File: config.mk
export PLATFORM = sky130hd
export DESIGN_NAME = muldiv_ctrl
export DESIGN_NICKNAME = d
export VERILOG_FILES = /design/src/rtl/muldiv_ctrl.sv
export SDC_FILE = /design/constraint.sdc
export NUM_CORES = 1
export LEC_CHECK = 0
export BUFFER_PORTS_ARGS = -buffer_cell sky130_fd_sc_hd__buf_2
export CORE_MARGIN = 5
export CORE_UTILIZATION = 50
export DETAILED_ROUTE_END_ITERATION = 10
export PLACE_DENSITY = 0.69
export SYNTH_ARGS = -nofsm -noshare
export SYNTH_HDL_FRONTEND = slang
export SYNTH_SLANG_ARGS = --single-unit
export TNS_END_PERCENT = 10
File: constraint.sdc
create_clock -name clk -period 6.4 [get_ports clk]
set_input_delay 0.96 -clock clk [delete_from_list [all_inputs] [get_ports clk]]
set_output_delay 0.96 -clock clk [all_outputs]
set_load 0.005 [all_outputs]
File: src/rtl/muldiv_ctrl.sv
// Iterative multiply/divide sequencer: shift-add MULT/MULTU, restoring DIV/DIVU.
// Ports: clk, rst(async low), start/op/srca/srcb/flush in; stall/busy/done/hilowrite/hi/lo/divzero out.
module muldiv_ctrl #(
  parameter int WIDTH = 32
) (
  input  logic             clk,
  input  logic             rst,
  input  logic             start,
  input  logic [1:0]       op,
  input  logic [WIDTH-1:0] srca,
  input  logic [WIDTH-1:0] srcb,
  input  logic             flush,
  output logic             stall,
  output logic             busy,
  output logic             done,
  output logic             hilowrite,
  output logic [WIDTH-1:0] hi,
  output logic [WIDTH-1:0] lo,
  output logic             divzero
);

  localparam int CW = $clog2(WIDTH);
  localparam int W2 = 2 * WIDTH;

  typedef enum logic [1:0] {
    IDLE,
    BUSY,
    DONE
  } state_t;

  state_t state_q, state_d;

  logic [CW-1:0]    count;
  logic [W2-1:0]    acc;
  logic [WIDTH-1:0] opnd;
  logic             op_div;
  logic             neg_res;
  logic             neg_rem;
  logic             dz_q;

  logic             accept;
  logic             divz;
  logic             last;
  logic             sa, sb;
  logic [WIDTH-1:0] absa, absb;
  logic [WIDTH:0]   msum;
  logic [WIDTH:0]   rshift;
  logic [WIDTH:0]   rdiff;
  logic [W2-1:0]    acc_n;
  logic [W2-1:0]    prod;
  logic [WIDTH-1:0] quo, rem;

  assign accept = start & ~flush;
  assign divz   = op[1] & (srcb == '0);
  assign last   = (count == CW'(WIDTH - 1));

  // Signed ops work on magnitudes; signs are restored at the end.
  assign sa   = ~op[0] & srca[WIDTH-1];
  assign sb   = ~op[0] & srcb[WIDTH-1];
  assign absa = sa ? -srca : srca;
  assign absb = sb ? -srcb : srcb;

  // acc holds {partial product, multiplier} or {remainder, dividend/quotient}.
  always_comb begin
    msum   = {1'b0, acc[W2-1:WIDTH]} + (acc[0] ? {1'b0, opnd} : '0);
    rshift = {acc[W2-1:WIDTH], acc[WIDTH-1]};
    rdiff  = rshift - {1'b0, opnd};
    if (op_div) begin
      if (rdiff[WIDTH])
        acc_n = {rshift[WIDTH-1:0], acc[WIDTH-2:0], 1'b0};
      else
        acc_n = {rdiff[WIDTH-1:0], acc[WIDTH-2:0], 1'b1};
    end else begin
      acc_n = {msum, acc[WIDTH-1:1]};
    end
    prod = neg_res ? -acc_n : acc_n;
    quo  = neg_res ? -acc_n[WIDTH-1:0] : acc_n[WIDTH-1:0];
    rem  = neg_rem ? -acc_n[W2-1:WIDTH] : acc_n[W2-1:WIDTH];
  end

  always_ff @(posedge clk or negedge rst) begin
    if (!rst) state_q <= IDLE;
    else      state_q <= state_d;
  end

  always_comb begin
    state_d = state_q;
    unique case (state_q)
      IDLE: if (accept) state_d = divz ? DONE : BUSY;
      BUSY: if (flush) state_d = IDLE;
            else if (last) state_d = DONE;
      DONE: state_d = IDLE;
      default: state_d = IDLE;
    endcase
  end

  always_ff @(posedge clk or negedge rst) begin
    if (!rst) begin
      count   <= '0;
      acc     <= '0;
      opnd    <= '0;
      op_div  <= 1'b0;
      neg_res <= 1'b0;
      neg_rem <= 1'b0;
      dz_q    <= 1'b0;
      hi      <= '0;
      lo      <= '0;
    end else if (state_q == IDLE && accept) begin
      count   <= '0;
      op_div  <= op[1];
      neg_res <= sa ^ sb;
      neg_rem <= sa;
      dz_q    <= divz;
      opnd    <= op[1] ? absb : absa;
      acc     <= {{WIDTH{1'b0}}, op[1] ? absa : absb};
      if (divz) begin
        hi <= srca;
        lo <= '1;
      end
    end else if (state_q == BUSY && !flush) begin
      count <= count + 1'b1;
      acc   <= acc_n;
      if (last) begin
        hi <= op_div ? rem : prod[W2-1:WIDTH];
        lo <= op_div ? quo : prod[WIDTH-1:0];
      end
    end
  end

  assign stall     = (state_q == IDLE & accept) | (state_q == BUSY);
  assign busy      = (state_q == BUSY) | (state_q == DONE);
  assign done      = (state_q == DONE) & ~flush;
  assign hilowrite = done;
  assign divzero   = done & dz_q;

endmodule

==> results of run 1 <==
[cell families (layout without fill, tap and decap cells)]
logic type      count (synthesis)  count (layout)  synth area share (%)
simple gates                  765             765                 22.95
fa+ha+maj                      75              75                 5.980
compound gates                687             687                 27.15
xor+xnor                      164             164                 9.009
other cells                     0               1                     0
buf+inv                       190             275                 4.756
mux                            52              52                 3.312
flops                         171             171                 26.84
[registers in the layout, indices dropped and copies added, names as in the netlist, 2 cells and up]
name / count
acc: 64
count: 5
hi: 32
lo: 32
opnd: 32
state_q: 2
[synth_stat cells (all sizes together) (10+ instances only)]
| cell | count |
|---|---|
| inv | 67 |
| dfrtp | 171 |
| a211oi | 32 |
| xnor2 | 108 |
| or4 | 10 |
| nand3 | 38 |
| clkbuf | 93 |
| or3 | 15 |
| a21o | 30 |
| ha | 73 |
| nor3 | 73 |
| nor2 | 199 |
| nor4 | 12 |
| buf | 29 |
| and3 | 20 |
| o31ai | 18 |
| nor2b | 21 |
| o21ai | 206 |
| o21a | 15 |
| mux2i | 46 |
| a21oi | 206 |
| a31oi | 30 |
| xor2 | 56 |
| nand4 | 19 |
| and2 | 48 |
| nand2 | 255 |
| o211ai | 56 |
| nand2b | 19 |
[layout by cell type, fill, tap and decap left out, drive strengths merged, types with 17 or more instances in the layout]
master  instances
nor3           73
nor2          199
clkbuf         17
a21oi         206
ha             73
a211oi         32
dfrtp         171
and2           48
nand2         255
nand2b         19
o31ai          18
a31oi          30
o21ai         206
inv            74
xnor2         108
a21o           30
and3           20
o211ai         56
buf           175
mux2i          46
nor2b          21
nand4          19
nand3          38
xor2           56
[where the power goes]
| part | switching, mW | internal (mW) | total (mW) |
|---|---|---|---|
| Combinational | 5.31 | 2.94 | 8.25 |
| Sequential | 0.394 | 1.38 | 1.78 |
| Clock | 0.528 | 0.552 | 1.08 |
| Total | 6.23 | 4.88 | 11.1 |
[critical path: stages, from the launching register on]
cell and delay, ns:
dfrtp_1 0.42, ha_1 0.41, nand4_1 0.22, nor3_1 0.41, nand3_1 0.17, a211oi_1 0.53, a211oi_4 0.10, mux2i_1 0.23
ha_1 0.24, o2111ai_2 0.21, or4_4 0.56, or4b_4 0.53, o31ai_4 0.34, o211ai_4 0.15, nor4b_2 0.29, nand4_1 0.20
o21ai_2 0.17, a21oi_2 0.08, xor2_1 0.15, a211oi_2 0.23
[area by class of cell]
type | instances | area share (%)
clock inverter | 15 | 0.8912
multi-input combinational | 1743 | 62.32
clock buffer | 17 | 2.424
antenna | 1 | 0.01426
tap | 402 | 2.866
sequential | 171 | 24.40
inverter | 68 | 1.454
timing repair buffer | 175 | 5.625
[worst paths after layout]
check / startpoint / to / slack (ns) / cells past startpoint
max: acc[56] / hi[14] / 0.68 / 19
min reg2reg: dz_q / dz_q / 0.47 / 1
max in group asynchronous: rst / opnd[24] / 4.57 / 2
min: rst / lo[14] / 0.45 / 1
min in group clk: dz_q / dz_q / 0.47 / 1
max reg2reg: acc[56] / hi[14] / 0.68 / 19
[per-stage QoR]
stage | area [um^2] | utilization [%] | hold WS, ns
floorplan | 15940 | - | 0.4414
global placement | 16970 | 53.76 | 0.4528
detailed placement | 16970 | 53.76 | 0.4631
CTS | 17550 | 55.61 | 0.4714
global route | 17550 | 55.61 | 0.4918
finish | 17550 | 55.61 | 0.4503
[metal layers]
layer | up-vias | share of wire [%] | track usage, %
li1 | 7701 | - | -
met1 | 7836 | 41 | 42.59
met2 | 849 | 46 | 52.06
met3 | 157 | 9.2 | 6.187
met4 | 2 | 4.4 | 12.84
met5 | - | 0.022 | 0
==> metrics.md, run 1 <==
| Metric | Value |
|---|---|
| Outcome | `complete, no violations` |
| Fin crit period | `5.719 ns` |
| Syn Nets | `2249` |
| Global-route wire length before repair | `90.58 mm` |
| Die ar. | `35560 um^2` |
| Min-delay worst type | `primary input to asynchronous set/reset pin` |
| Register area | `4283 um^2` |
| Vias | `16550` |
| Fmax | `174.8 MHz` |
| Drt drc | `0` |
| Synth top area share | `26.84%` |
| Max_cap viols | `0` |
| Post-synth EDFFs | `0` |
| HPWL after DPL | `44.64 mm` |
| Largest net degree at the start of global routing | `104` |
| CTS tree | `yes` |
| Non-filler instance count after layout | `2592` |
| Maximum root-to-sink buffer count | `2` |
| Gate Count Post-Synth | `2104` |
| Max Clock Skew | `0.01789 ns` |
| Total Routed Length | `58.23 mm` |
| Synth area leader | `dfrtp_1` |
| Port Buf Inserts | `138` |
| Average wire per standard cell | `22.46 um` |
| Area of the multi-input gates | `10940 um^2` |
| Crit path kind | `flop to flop` |
| Area growth from synthesis to layout | `10.07%` |
| CP Max Fanout | `8` |
| Final hold vios | `0` |
| Async SR Flop Fraction | `100.0%` |
| Netlist Area Pre-Place | `15940 um^2` |
| Vias in the first global route | `15690` |
| Leakage | `7.727 nW` |
| CTS sink cnt | `171` |
| Row count | `65` |
| Final #Nets | `2321` |
| Final setup viols | `0` |
| Setup repair bufs after CTS | `0` |
| Slew HR | `20.86%` |
| Synth top area cells | `dfrtp_1 (27%), a21oi_1 (6.4%), nand2_1 (6.0%)` |
| Arrival time worst endpoint | `6.08 ns` |
| Total GRT Usage | `32.16%` |
| Die height | `188.6 um` |
| Seq/Total Area, Yosys | `26.84%` |
| ANT nets after route | `0` |
| DR vias/cell | `6.383` |
| Reg clk slew, reported paths | `0.08 ns` |
| Place WS | `0.7719 ns` |
| Number of iterations in the first detailed-routing pass | `6` |
| Synthesized flop and latch total | `171` |
| Worst-margin pin slew | `1.185 ns` |
| Clk_lat worst skew | `0.46 ns` |
| Slew Limit Fails | `0` |
| H-tree levels | `4` |
| Final TNS setup | `0 ns` |
| Starting Density | `50.53%` |
| CTS Buf Count | `17` |
| Core area | `31560 um^2` |
| Root buf cell | `clkbuf_16` |
| Initial antenna violation count | `2` |
| Filler instances | `3030` |
| Req. time, crit path | `6.76 ns` |
| Crit. End Element | `flop` |
| Worst Setup Start Kind | `flop` |
| Synth unique cells | `97` |
| Final worst slack | `0.6805 ns` |
| Total Power | `11.11 mW` |
| CTS Hold Bufs | `0` |
| Yosys warnings | `0` |
| Pwr/cell area | `632.9 nW/um^2` |
| Share of cells above drive strength 1 | `12.15%` |
| Top_reg_cell synth | `dfrtp_1` |
| Die Wd | `188.6 um` |
| CTS resizes | `0` |
| I/O pin total | `139` |
| Total grt overflow | `0` |
| Unrepaired setup endpoints after global routing | `no` |
| Syn avg cell area | `7.578 um^2` |
| 1st-iter DRT viols | `1670` |
| Part of the cycle the worst path needs | `89.37%` |
| DP Cell Count | `2559` |
| Maximum vdd drop | `0.3066 mV` |
| Placer Congestion | `0.9740` |
(Power assumes the default switching activity.)
==> run 2: changes to the inputs <==
--- a/config.mk
+++ b/config.mk
@@ -8,6 +8,7 @@
 export BUFFER_PORTS_ARGS = -buffer_cell sky130_fd_sc_hd__buf_2
 export CORE_MARGIN = 5
 export CORE_UTILIZATION = 50
+export CTS_CLUSTER_SIZE = 24
 export DETAILED_ROUTE_END_ITERATION = 10
 export PLACE_DENSITY = 0.69
 export SYNTH_ARGS = -nofsm -noshare
==> constraint.sdc (replaced) <==
create_clock -name clk -period 6.5 [get_ports clk]
set_input_delay 0.975 -clock clk [delete_from_list [all_inputs] [get_ports clk]]
set_output_delay 0.975 -clock clk [all_outputs]
set_load 0.005 [all_outputs]
==> metrics.md, run 2 (synthesized netlist as in run 1, its figures left out) <==
| Metric | Value |
|---|---|
| Outcome | `complete, no violations` |
| 1st-iter DRT viols | `1512` |
| R2r setup slk | `0.78 ns` |
| Min-delay worst type | `flop to flop` |
| Port Buf Inserts | `138` |
| Placer Congestion | `0.9811` |
| Total Routed Length | `58.08 mm` |
| HPWL after DPL | `44.56 mm` |
| Internal | `4.852 mW` |
| Reg power frac | `16.1%` |
| Worst r2r src | `acc[56]` |
| RR Endpoint | `hi[22]` |
| Worst path slowest cell | `a211oi_1` |
| Setup repair bufs after CTS | `0` |
| Hold worst-path end | `dz_q` |
| Req. time, crit path | `6.81 ns` |
| Leading cell types in the layout, fill and taps excluded | `nand2_1 (254), a21oi_1 (204), nor2_1 (198)` |
| Clk_lat worst skew | `0.45 ns` |
| Fmax | `174.7 MHz` |
| CTS Buf Count | `17` |
| Max FFs per register | `64` |
| Hold Path Stages | `1` |
| Drt drc | `0` |
| Max Clock Skew | `0.01459 ns` |
| Final setup viols | `0` |
| DR vias/cell | `6.397` |
| WP depth | `19` |
| Min-delay src | `dz_q` |
| Die Wd | `188.6 um` |
| Worst Setup Start Kind | `flop` |
| Total GRT Usage | `32.04%` |
| Starting Density | `50.53%` |
| Fin crit period | `5.724 ns` |
| Core area | `31560 um^2` |
| Maximum root-to-sink buffer count | `2` |
| Final #Nets | `2318` |
| Sw Pwr | `6.069 mW` |
| Arrival time worst endpoint | `6.03 ns` |
| Die ar. | `35560 um^2` |
| Comb power frac | `73.7%` |
| Reg with most FFs | `acc` |
| Max_cap viols | `0` |
| Vias | `16560` |
| Row count | `65` |
| Area growth from synthesis to layout | `10.18%` |
| Share of cells above drive strength 1 | `12.03%` |
| Part of the cycle the worst path needs | `88.06%` |
| Maximum vdd drop | `0.2634 mV` |
| Reg2reg path depth | `19` |
| Worst-margin pin slew | `1.170 ns` |
| ANT nets after route | `0` |
| CTS sink cnt | `171` |
| Place WS | `0.8845 ns` |
| Number of iterations in the first detailed-routing pass | `6` |
| I/O pin total | `139` |
| Crit path kind | `flop to flop` |
| Pwr/cell area | `621.6 nW/um^2` |
| Slew Limit Fails | `0` |
| CTS Hold Bufs | `0` |
| Die height | `188.6 um` |
| H-tree levels | `4` |
| Final hold vios | `0` |
| Final worst slack | `0.7761 ns` |
| Root buf cell | `clkbuf_16` |
| Largest net degree at the start of global routing | `105` |
| Clock power frac | `10.3%` |
| Most common cell after layout, fill and taps aside | `nand2_1` |
| Switching portion of total power | `55.57%` |
| CP Max Fanout | `8` |
| Crit path cell chain | `ha_1 -> nand4_1 -> nor3_1 -> nand3_1 -> a211oi_1 -> a211oi_4 -> mux2i_1 -> ha_1 -> o2111ai_2 -> or4_4 -> or4b_4 -> o31ai_4 -> o211ai_4 -> nor4b_2 -> nand4_1 -> o21ai_2 -> a41oi_1 -> xor2_1 -> o21ai_1` |
| CTS tree | `yes` |
| Critical path buffer and inverter count | `0` |
| Slew HR | `21.83%` |
| Leakage | `7.737 nW` |
| Initial antenna violation count | `4` |
| Average wire per standard cell | `22.43 um` |
| Final TNS setup | `0 ns` |
| Total grt overflow | `0` |
| Critical path's largest stage delay | `0.55 ns` |
| Largest delay share family, worst path | `simple AND/OR/NAND/NOR gates` |
| Vias in the first global route | `15900` |
| CTS resizes | `0` |
| Global-route wire length before repair | `90.53 mm` |
| Unrepaired setup endpoints after global routing | `no` |
| Reg clk slew, reported paths | `0.07 ns` |
| Crit. End Element | `flop` |
run 2: how the worst max path moves through the flow:
stage | end | startpoint | slack [ns]
2_1_floorplan | hi[14] | acc[31] | 1.23
3_3_place_gp | hi[26] | acc[56] | 1.00
3_5_place_dp | hi[14] | acc[56] | 0.88
4_1_cts | hi[14] | acc[56] | 0.84
5_1_grt | hi[26] | acc[56] | 0.41
6_report | hi[22] | acc[56] | 0.78
run 2: power groups by stage:
stage               combinational (mW)  sequential, mW  clock, mW
detailed placement                7.82            1.76          0
CTS                               7.87            1.74       1.13
global placement                  7.80            1.73          0
global route                      8.69            1.79       1.17
finish                            8.04            1.75       1.12
floorplan                         5.69            1.60          0
run 2: per-layer routing:
layer	GRT usage, %	wire, um
met5	0	21
met4	11.04	2004
met3	6.113	4938
met2	52.44	27180
met1	42.70	23930
run 2: per-stage QoR:
step | instances | hold WS [ns] | power, mW | util [%] | instance area (um^2)
detailed placement | 2556 | 0.4581 | 9.575 | 53.69 | 16940
global route | 2588 | 0.5075 | 11.65 | 55.66 | 17560
CTS | 2588 | 0.4739 | 10.73 | 55.66 | 17560
global placement | 2556 | 0.4534 | 9.532 | 53.69 | 16940
finish | 2589 | 0.4752 | 10.92 | 55.67 | 17570
floorplan | 2104 | 0.4414 | 7.289 | - | 15940
run 2: cell type report:
type / count / area [um^2]
diodes: 1 / 2.502
repair buffers: 172 / 964.7
flip-flops and latches: 171 / 4283
fillers: 2986 / 13990
clock buffers: 18 / 439.2
inverters: 68 / 255.2
clock inverters: 14 / 182.7
multi-input cells: 1743 / 10940
well taps: 402 / 503.0
